[src/rtl/operand_capture_pkg.sv]
// Shared definitions for the divider front end: capture FSM states and timing defaults.
// The debounce default is also used by the display refresh divider.
package operand_capture_pkg;

  // 10 ms at 100 MHz
  localparam int unsigned DEFAULT_DEBOUNCE_CYCLES = 1000000;

  typedef enum logic [2:0] {
    StIdle     = 3'd0,
    StIssue    = 3'd1,
    StWaitBusy = 3'd2,
    StWaitDone = 3'd3,
    StErr      = 3'd4
  } state_e;

  // States in which a new press is accepted.
  function automatic logic accepts_press(input state_e state);
    return (state == StIdle) || (state == StErr);
  endfunction

endpackage

[src/rtl/operand_capture_if.sv]
// Button/switch inputs, divider-core handshake and status outputs of the operand capture block.
interface operand_capture_if #(
  parameter int unsigned WIDTH = 8
);

  logic             btn_start;
  logic [WIDTH-1:0] x;
  logic [WIDTH-1:0] y;
  logic             busy;
  logic             start_o;
  logic [WIDTH-1:0] x_o;
  logic [WIDTH-1:0] y_o;
  logic             ready;
  logic             done;
  logic             div_zero;
  logic             timeout;

  // Environment side: drives the raw inputs and the core busy flag.
  modport master (
    output btn_start, x, y, busy,
    input  start_o, x_o, y_o, ready, done, div_zero, timeout
  );

  // Capture block side.
  modport slave (
    input  btn_start, x, y, busy,
    output start_o, x_o, y_o, ready, done, div_zero, timeout
  );

endinterface

[src/rtl/operand_capture_btn_debounce.sv]
// Two-flop synchroniser and counter-based debouncer for the start button.
// Emits a one-cycle pulse on each accepted rising level change.
module operand_capture_btn_debounce
  import operand_capture_pkg::*;
#(
  parameter int unsigned DEBOUNCE_CYCLES = DEFAULT_DEBOUNCE_CYCLES
) (
  input  logic clk,
  input  logic rst,
  input  logic btn,
  output logic rise
);

  localparam int unsigned CntW = $clog2(DEBOUNCE_CYCLES + 1);

  logic [1:0]      sync_q;
  logic            level_q, level_d;
  logic            rise_q;
  logic [CntW-1:0] cnt_q, cnt_d, cnt_inc;

  // Counter runs only while the synced input disagrees with the accepted level;
  // any agreement restarts it, so short bounces never reach the threshold.
  always_comb begin
    cnt_inc = cnt_q + CntW'(1);
    cnt_d   = '0;
    level_d = level_q;
    if (sync_q[1] != level_q) begin
      if (cnt_inc == CntW'(DEBOUNCE_CYCLES)) begin
        level_d = sync_q[1];
      end else begin
        cnt_d = cnt_inc;
      end
    end
  end

  always_ff @(posedge clk) begin
    if (rst) begin
      sync_q  <= '0;
      cnt_q   <= '0;
      level_q <= 1'b0;
      rise_q  <= 1'b0;
    end else begin
      sync_q  <= {sync_q[0], btn};
      cnt_q   <= cnt_d;
      level_q <= level_d;
      rise_q  <= level_d & ~level_q;
    end
  end

  assign rise = rise_q;

endmodule

[src/rtl/operand_capture.sv]
// Divider front end: synchronises operands, debounces the start button, issues a start
// pulse with latched operands and tracks the core busy handshake to completion.
module operand_capture
  import operand_capture_pkg::*;
#(
  parameter int unsigned WIDTH           = 8,
  parameter int unsigned DEBOUNCE_CYCLES = DEFAULT_DEBOUNCE_CYCLES,
  parameter int unsigned BUSY_TIMEOUT    = 16
) (
  input logic              clk,
  input logic              rst,
  operand_capture_if.slave bus
);

  localparam int unsigned TmrW = $clog2(BUSY_TIMEOUT + 1);

  logic             press;
  logic [WIDTH-1:0] x_meta_q, x_sync_q;
  logic [WIDTH-1:0] y_meta_q, y_sync_q;

  state_e           state_q, state_d;
  logic [TmrW-1:0]  timer_q, timer_d, timer_inc;
  logic [WIDTH-1:0] x_o_q, x_o_d;
  logic [WIDTH-1:0] y_o_q, y_o_d;
  logic             div_zero_q, div_zero_d;
  logic             timeout_q, timeout_d;
  logic             done_q, done_d;

  operand_capture_btn_debounce #(
    .DEBOUNCE_CYCLES(DEBOUNCE_CYCLES)
  ) u_btn_debounce (
    .clk (clk),
    .rst (rst),
    .btn (bus.btn_start),
    .rise(press)
  );

  always_ff @(posedge clk) begin
    if (rst) begin
      x_meta_q <= '0;
      x_sync_q <= '0;
      y_meta_q <= '0;
      y_sync_q <= '0;
    end else begin
      x_meta_q <= bus.x;
      x_sync_q <= x_meta_q;
      y_meta_q <= bus.y;
      y_sync_q <= y_meta_q;
    end
  end

  always_comb begin
    state_d    = state_q;
    timer_d    = timer_q;
    x_o_d      = x_o_q;
    y_o_d      = y_o_q;
    div_zero_d = div_zero_q;
    timeout_d  = timeout_q;
    done_d     = 1'b0;
    timer_inc  = timer_q + TmrW'(1);

    unique case (state_q)
      StIdle, StErr: begin
        if (press) begin
          div_zero_d = 1'b0;
          timeout_d  = 1'b0;
          // A zero divisor is rejected before issue; the previous operands stay latched.
          if (y_sync_q == '0) begin
            div_zero_d = 1'b1;
            state_d    = StErr;
          end else begin
            x_o_d   = x_sync_q;
            y_o_d   = y_sync_q;
            state_d = StIssue;
          end
        end
      end
      StIssue: begin
        timer_d = '0;
        state_d = StWaitBusy;
      end
      StWaitBusy: begin
        if (bus.busy) begin
          state_d = StWaitDone;
        end else begin
          timer_d = timer_inc;
          if (timer_inc == TmrW'(BUSY_TIMEOUT)) begin
            timeout_d = 1'b1;
            state_d   = StIdle;
          end
        end
      end
      StWaitDone: begin
        if (!bus.busy) begin
          done_d  = 1'b1;
          state_d = StIdle;
        end
      end
      default: state_d = StIdle;
    endcase
  end

  always_ff @(posedge clk) begin
    if (rst) begin
      state_q    <= StIdle;
      timer_q    <= '0;
      x_o_q      <= '0;
      y_o_q      <= '0;
      div_zero_q <= 1'b0;
      timeout_q  <= 1'b0;
      done_q     <= 1'b0;
    end else begin
      state_q    <= state_d;
      timer_q    <= timer_d;
      x_o_q      <= x_o_d;
      y_o_q      <= y_o_d;
      div_zero_q <= div_zero_d;
      timeout_q  <= timeout_d;
      done_q     <= done_d;
    end
  end

  assign bus.start_o  = (state_q == StIssue);
  assign bus.ready    = accepts_press(state_q);
  assign bus.x_o      = x_o_q;
  assign bus.y_o      = y_o_q;
  assign bus.done     = done_q;
  assign bus.div_zero = div_zero_q;
  assign bus.timeout  = timeout_q;

endmodule
[src/flat_wrapper.sv]
// flat-port wrapper written by rule: the top's interface ports become plain ports
module operand_capture_flat import operand_capture_pkg::*;
#(
  parameter int unsigned WIDTH           = 8,
  parameter int unsigned DEBOUNCE_CYCLES = DEFAULT_DEBOUNCE_CYCLES,
  parameter int unsigned BUSY_TIMEOUT    = 16
)
  (clk, rst, bus_btn_start, bus_x, bus_y, bus_busy, bus_start_o, bus_x_o, bus_y_o, bus_ready, bus_done, bus_div_zero, bus_timeout);
  operand_capture_if #(.WIDTH(WIDTH)) bus_i ();
  input logic clk;
  input logic rst;
  input wire logic [$bits(bus_i.btn_start)-1:0] bus_btn_start;
  input wire logic [$bits(bus_i.x)-1:0] bus_x;
  input wire logic [$bits(bus_i.y)-1:0] bus_y;
  input wire logic [$bits(bus_i.busy)-1:0] bus_busy;
  output wire logic [$bits(bus_i.start_o)-1:0] bus_start_o;
  output wire logic [$bits(bus_i.x_o)-1:0] bus_x_o;
  output wire logic [$bits(bus_i.y_o)-1:0] bus_y_o;
  output wire logic [$bits(bus_i.ready)-1:0] bus_ready;
  output wire logic [$bits(bus_i.done)-1:0] bus_done;
  output wire logic [$bits(bus_i.div_zero)-1:0] bus_div_zero;
  output wire logic [$bits(bus_i.timeout)-1:0] bus_timeout;
  assign bus_i.btn_start = bus_btn_start;
  assign bus_i.x = bus_x;
  assign bus_i.y = bus_y;
  assign bus_i.busy = bus_busy;
  assign bus_start_o = bus_i.start_o;
  assign bus_x_o = bus_i.x_o;
  assign bus_y_o = bus_i.y_o;
  assign bus_ready = bus_i.ready;
  assign bus_done = bus_i.done;
  assign bus_div_zero = bus_i.div_zero;
  assign bus_timeout = bus_i.timeout;
  operand_capture #(.WIDTH(WIDTH), .DEBOUNCE_CYCLES(DEBOUNCE_CYCLES), .BUSY_TIMEOUT(BUSY_TIMEOUT)) u_core (.clk(clk), .rst(rst), .bus(bus_i));
endmodule
[config.mk]
export PLATFORM = sky130hd
export DESIGN_NAME = operand_capture_flat
export DESIGN_NICKNAME = d
export VERILOG_FILES = /design/src/rtl/operand_capture_pkg.sv /design/src/rtl/operand_capture_if.sv /design/src/rtl/operand_capture_btn_debounce.sv /design/src/rtl/operand_capture.sv /design/src/flat_wrapper.sv
export SDC_FILE = /design/constraint.sdc
export NUM_CORES = 1
export LEC_CHECK = 0
export ABC_AREA = 1
export CAP_MARGIN = 10
export CORE_MARGIN = 2
export CORE_UTILIZATION = 35
export CTS_CLUSTER_SIZE = 25
export DETAILED_ROUTE_END_ITERATION = 8
export DONT_BUFFER_PORTS = 1
export MAX_ROUTING_LAYER = met4
export PLACE_DENSITY = 0.6
export SYNTH_ARGS = -nofsm -noshare
export SYNTH_HDL_FRONTEND = slang
export SYNTH_SLANG_ARGS = --single-unit
[constraint.sdc]
create_clock -name clk -period 1.9 [get_ports clk]
set_clock_uncertainty 0.05 [all_clocks]
set_input_delay 0.38 -clock clk [delete_from_list [all_inputs] [get_ports clk]]
set_output_delay 0.38 -clock clk [all_outputs]
set_load 0.01 [all_outputs]
==> impl_results.md <==
- Max Clock Freq: 502.3 MHz
- Most frequent standard cell in the layout excluding fill and tap cells: sky130_fd_sc_hd__nor2_1
- Result of the run: finished, violations left
- Sink Count: 83
- Endpoint kind of the worst setup timing path: flop
- RR Endpoint: u_core.u_btn_debounce.cnt_q[2]
- Antenna viol nets, final: 0
- Count of boundary I/O pins: 41
- Vias in the first global route: 2,497
- Worst skew pair latency: 0.36 ns
- Violation count after the first detailed-routing iteration: 120
- Kind of launch point of the worst setup path: flop
- Static leakage power: 1.695 nW
- Leading cell types in the layout, fill and taps excluded: 97 x sky130_fd_sc_hd__nor2_1, 71 x sky130_fd_sc_hd__inv_1, 71 x sky130_fd_sc_hd__dfxtp_1
- Placed Instance Area: 0.003694 mm²
- Fillers: 983
- Startpoint of the most critical register-to-register path: u_core.u_btn_debounce.cnt_q[0]
- Largest net degree at the start of global routing: 43
- Synthesis warning total: 0
- Count of inserted antenna diode cells: 0
- Share of the yosys chip area belonging to registers: 0.4929
- Worst path required time: 2.10 ns
- Total power per unit cell area: 768.7 mW/mm²
- Net Count, Synth: 479
- CP Data Arrival Time: 2.19 ns
- Mean Syn Cell Area: 7.376 µm²
- Worst slew margin relative to its limit: 0.6122
- RSZ-0062 raised after global routing: true
- Clk pin slew, worst setup/hold paths: 0.09 ns
- Count of endpoints failing setup in the final report: 20
- Logic depth of the worst register-to-register path: 12
- Hold wc startpoint: bus_busy
- Max-cap violation count: 0
- Number of buffers on the longest clock path: 2
- CTS tree: done
- Count of TritonRoute iterations in the first routing pass: 4
- Wire per inst: 11.15 µm
- Yosys reg bits: 83
- Number of instances on the worst hold path: 1
- Transition at the pin with the smallest max-transition slack: 0.5811 ns
- Cell count after synthesis: 457
- Worst-path fanout max: 6
- Number of levels the H-tree was split into: 3
- Initial Util: 0.3631
- Hold buffer count at CTS: 0
- Violations in the final reports: setup timing
- Vias per cell: 4.426
- Core Area: 0.009284 mm²
- Footprint of the multi-input gates: 0.001491 mm²
- Final weighted congestion in routability-driven placement: 0.9289
- Peak VDD IR: 0.5980 mV
- Minimum clock period after layout: 1.991 ns
- Detailed-route wire length: 6988 µm
- DIE HEIGHT: 102.1 µm
- Share of layout cells above drive strength 1: 0.2470
- DIE AREA: 0.01043 mm²
- Util after Layout: 0.4420
- End point of the worst hold path: u_core.bus.done
- Final period utilization: 1.048
- Clock buffer count from CTS: 9
- Number of slew-limit violations in the final report: 0
- GR Overflow Total: 0
- Number of placement rows: 35
- Post-Synthesis Cell Area: 0.003371 mm²
- Root cell of the clock tree: sky130_fd_sc_hd__clkbuf_8
- DR DRC count: 0
- Cell variety after synth: 27
- Wire length of the first global-routing pass: 11,560 µm
- Kind of critical path: reg -> reg
- Vias: 2,775
- Number of port buffers: 0
- Area used by sequential logic in the layout: 0.001682 mm²
- Initial antenna violation count: 0
- Smallest setup slack after layout: -0.09075 ns
- # nets final: 515
- Die outline width: 102.1 µm
- Worst hold path type: in -> reg
- Reg2reg setup slack: -0.09 ns
- GRT Resource Usage Total: 0.1472
- HPWL after detailed placement: 4908 µm
- Final count of hold timing violations: 0
- Final design area excluding fillers: 0.004104 mm²
- Relative area change from synthesis to final layout: 21.75%
## critical path: stages (launching register included)
cell and delay (ns):
sky130_fd_sc_hd__dfxtp_4 0.37, sky130_fd_sc_hd__ha_4 0.15, sky130_fd_sc_hd__nand2_1 0.12, sky130_fd_sc_hd__nor2_4 0.15, sky130_fd_sc_hd__nand2_1 0.09, sky130_fd_sc_hd__nor2_1 0.14
sky130_fd_sc_hd__or2_2 0.13, sky130_fd_sc_hd__nand2_1 0.05, sky130_fd_sc_hd__inv_1 0.08, sky130_fd_sc_hd__nand3_2 0.11, sky130_fd_sc_hd__o21ai_4 0.22, sky130_fd_sc_hd__buf_6 0.19
sky130_fd_sc_hd__nor2_2 0.04
## cell type report
| type | count | share of cell area |
|---|---|---|
| inverter | 73 | 0.06677 |
| sequential | 83 | 0.4098 |
| tap | 129 | 0.03933 |
| clock buffer | 9 | 0.03018 |
| clock inverter | 7 | 0.02012 |
| timing repair buffer | 36 | 0.07043 |
| multi-input combinational | 290 | 0.3634 |
## power breakdown
part | internal (mW) | switching [mW] | total, mW | leakage, nW
Combinational | 0.0275 | 0.0403 | 0.0678 | 0.914
Sequential | 1.77 | 0.0102 | 1.78 | 0.683
Clock | 0.627 | 0.680 | 1.31 | 0.0984
## synth_stat cells
cell,n,share of area
sky130_fd_sc_hd__nor2_1,103,0.11
sky130_fd_sc_hd__dfxtp_1,83,0.49
sky130_fd_sc_hd__inv_1,72,0.080
sky130_fd_sc_hd__nand2_1,69,0.077
sky130_fd_sc_hd__o21ai_0,24,0.036
sky130_fd_sc_hd__nor2_2,23,0.043
sky130_fd_sc_hd__nand3_1,18,0.027
sky130_fd_sc_hd__a21oi_1,9,0.013
sky130_fd_sc_hd__clkbuf_1,9,0.010
sky130_fd_sc_hd__nand4_1,9,0.017
sky130_fd_sc_hd__nor3_1,6,0.0089
sky130_fd_sc_hd__nand2_2,5,0.0093
sky130_fd_sc_hd__nor2_4,4,0.013
sky130_fd_sc_hd__xor2_1,3,0.0078
sky130_fd_sc_hd__buf_6,2,0.0067
sky130_fd_sc_hd__ha_1,2,0.0074
sky130_fd_sc_hd__nand3_2,2,0.0059
sky130_fd_sc_hd__nor4_1,2,0.0037
sky130_fd_sc_hd__o21bai_1,2,0.0045
sky130_fd_sc_hd__or2_2,2,0.0037
sky130_fd_sc_hd__xnor2_1,2,0.0052
sky130_fd_sc_hd__inv_2,1,0.0011
sky130_fd_sc_hd__nand2_4,1,0.0033
sky130_fd_sc_hd__o211a_1,1,0.0030
sky130_fd_sc_hd__o21ai_1,1,0.0015
sky130_fd_sc_hd__o21ai_2,1,0.0026
sky130_fd_sc_hd__o31ai_1,1,0.0022
## through the flow
step	instances	worst slack [ns]	total power, mW	TNS [ns]	hold slack (ns)
global route	627	-0.1639	3.286	-2.995	0.007771
floorplan	457	0.01003	1.884	0	0.3383
finish	627	-0.09075	3.155	-1.286	0.02914
global placement	604	-0.09262	1.883	-1.529	0.3391
CTS	624	-0.08134	3.191	-1.303	0.01255
detailed placement	604	-0.1183	1.885	-2.027	0.3449
## state kept, by name, indices dropped and copies added, names as in the netlist, 2 cells and up
signal                        count
u_core.bus.y_o                    8
u_core.state_q                    3
u_core.u_btn_debounce.cnt_q      20
u_core.x_meta_q                   8
u_core.timer_q                    5
u_core.bus.x_o                    8
u_core.u_btn_debounce.sync_q      2
u_core.y_sync_q                   8
u_core.x_sync_q                   8
u_core.y_meta_q                   8
## worst max path at each step
| stage | cells past startpoint | slack [ns] | start | end |
|---|---|---|---|---|
| floorplan | 13 | 0.01 | u_core.u_btn_debounce.cnt_q[0] | u_core.u_btn_debounce.cnt_q[3] |
| global placement | 11 | -0.09 | u_core.u_btn_debounce.cnt_q[1] | u_core.u_btn_debounce.cnt_q[2] |
| detailed placement | 13 | -0.12 | u_core.u_btn_debounce.cnt_q[1] | u_core.u_btn_debounce.cnt_q[1] |
| CTS | 13 | -0.08 | u_core.u_btn_debounce.cnt_q[1] | u_core.u_btn_debounce.cnt_q[2] |
| global route | 12 | -0.16 | u_core.u_btn_debounce.cnt_q[0] | u_core.u_btn_debounce.cnt_q[2] |
| finish | 12 | -0.09 | u_core.u_btn_debounce.cnt_q[0] | u_core.u_btn_debounce.cnt_q[2] |
## per-layer routing
metal,part of all wire,GRT usage
met5,0,-
met4,0.013,0.05333
met3,0.041,0.04309
met2,0.47,0.2191
met1,0.48,0.1904
## timing repair
action / in CTS / in global routing
cloned: 2 / 0
setup buffers: 2 / 3
endpoints found under the setup margin: 20 / 28
resized for setup: 14 / 33
pin swaps: 4 / 16
## cells by family after synthesis
| kind of cell | Yosys count | synth area share |
|---|---|---|
| simple gates | 244 | 0.3259 |
| flops | 83 | 0.4929 |
| buf+inv | 84 | 0.09799 |
| fa+ha+maj | 2 | 0.007423 |
| compound gates | 39 | 0.06273 |
| xor+xnor | 5 | 0.01299 |
Power figures use the tool's default switching activity.
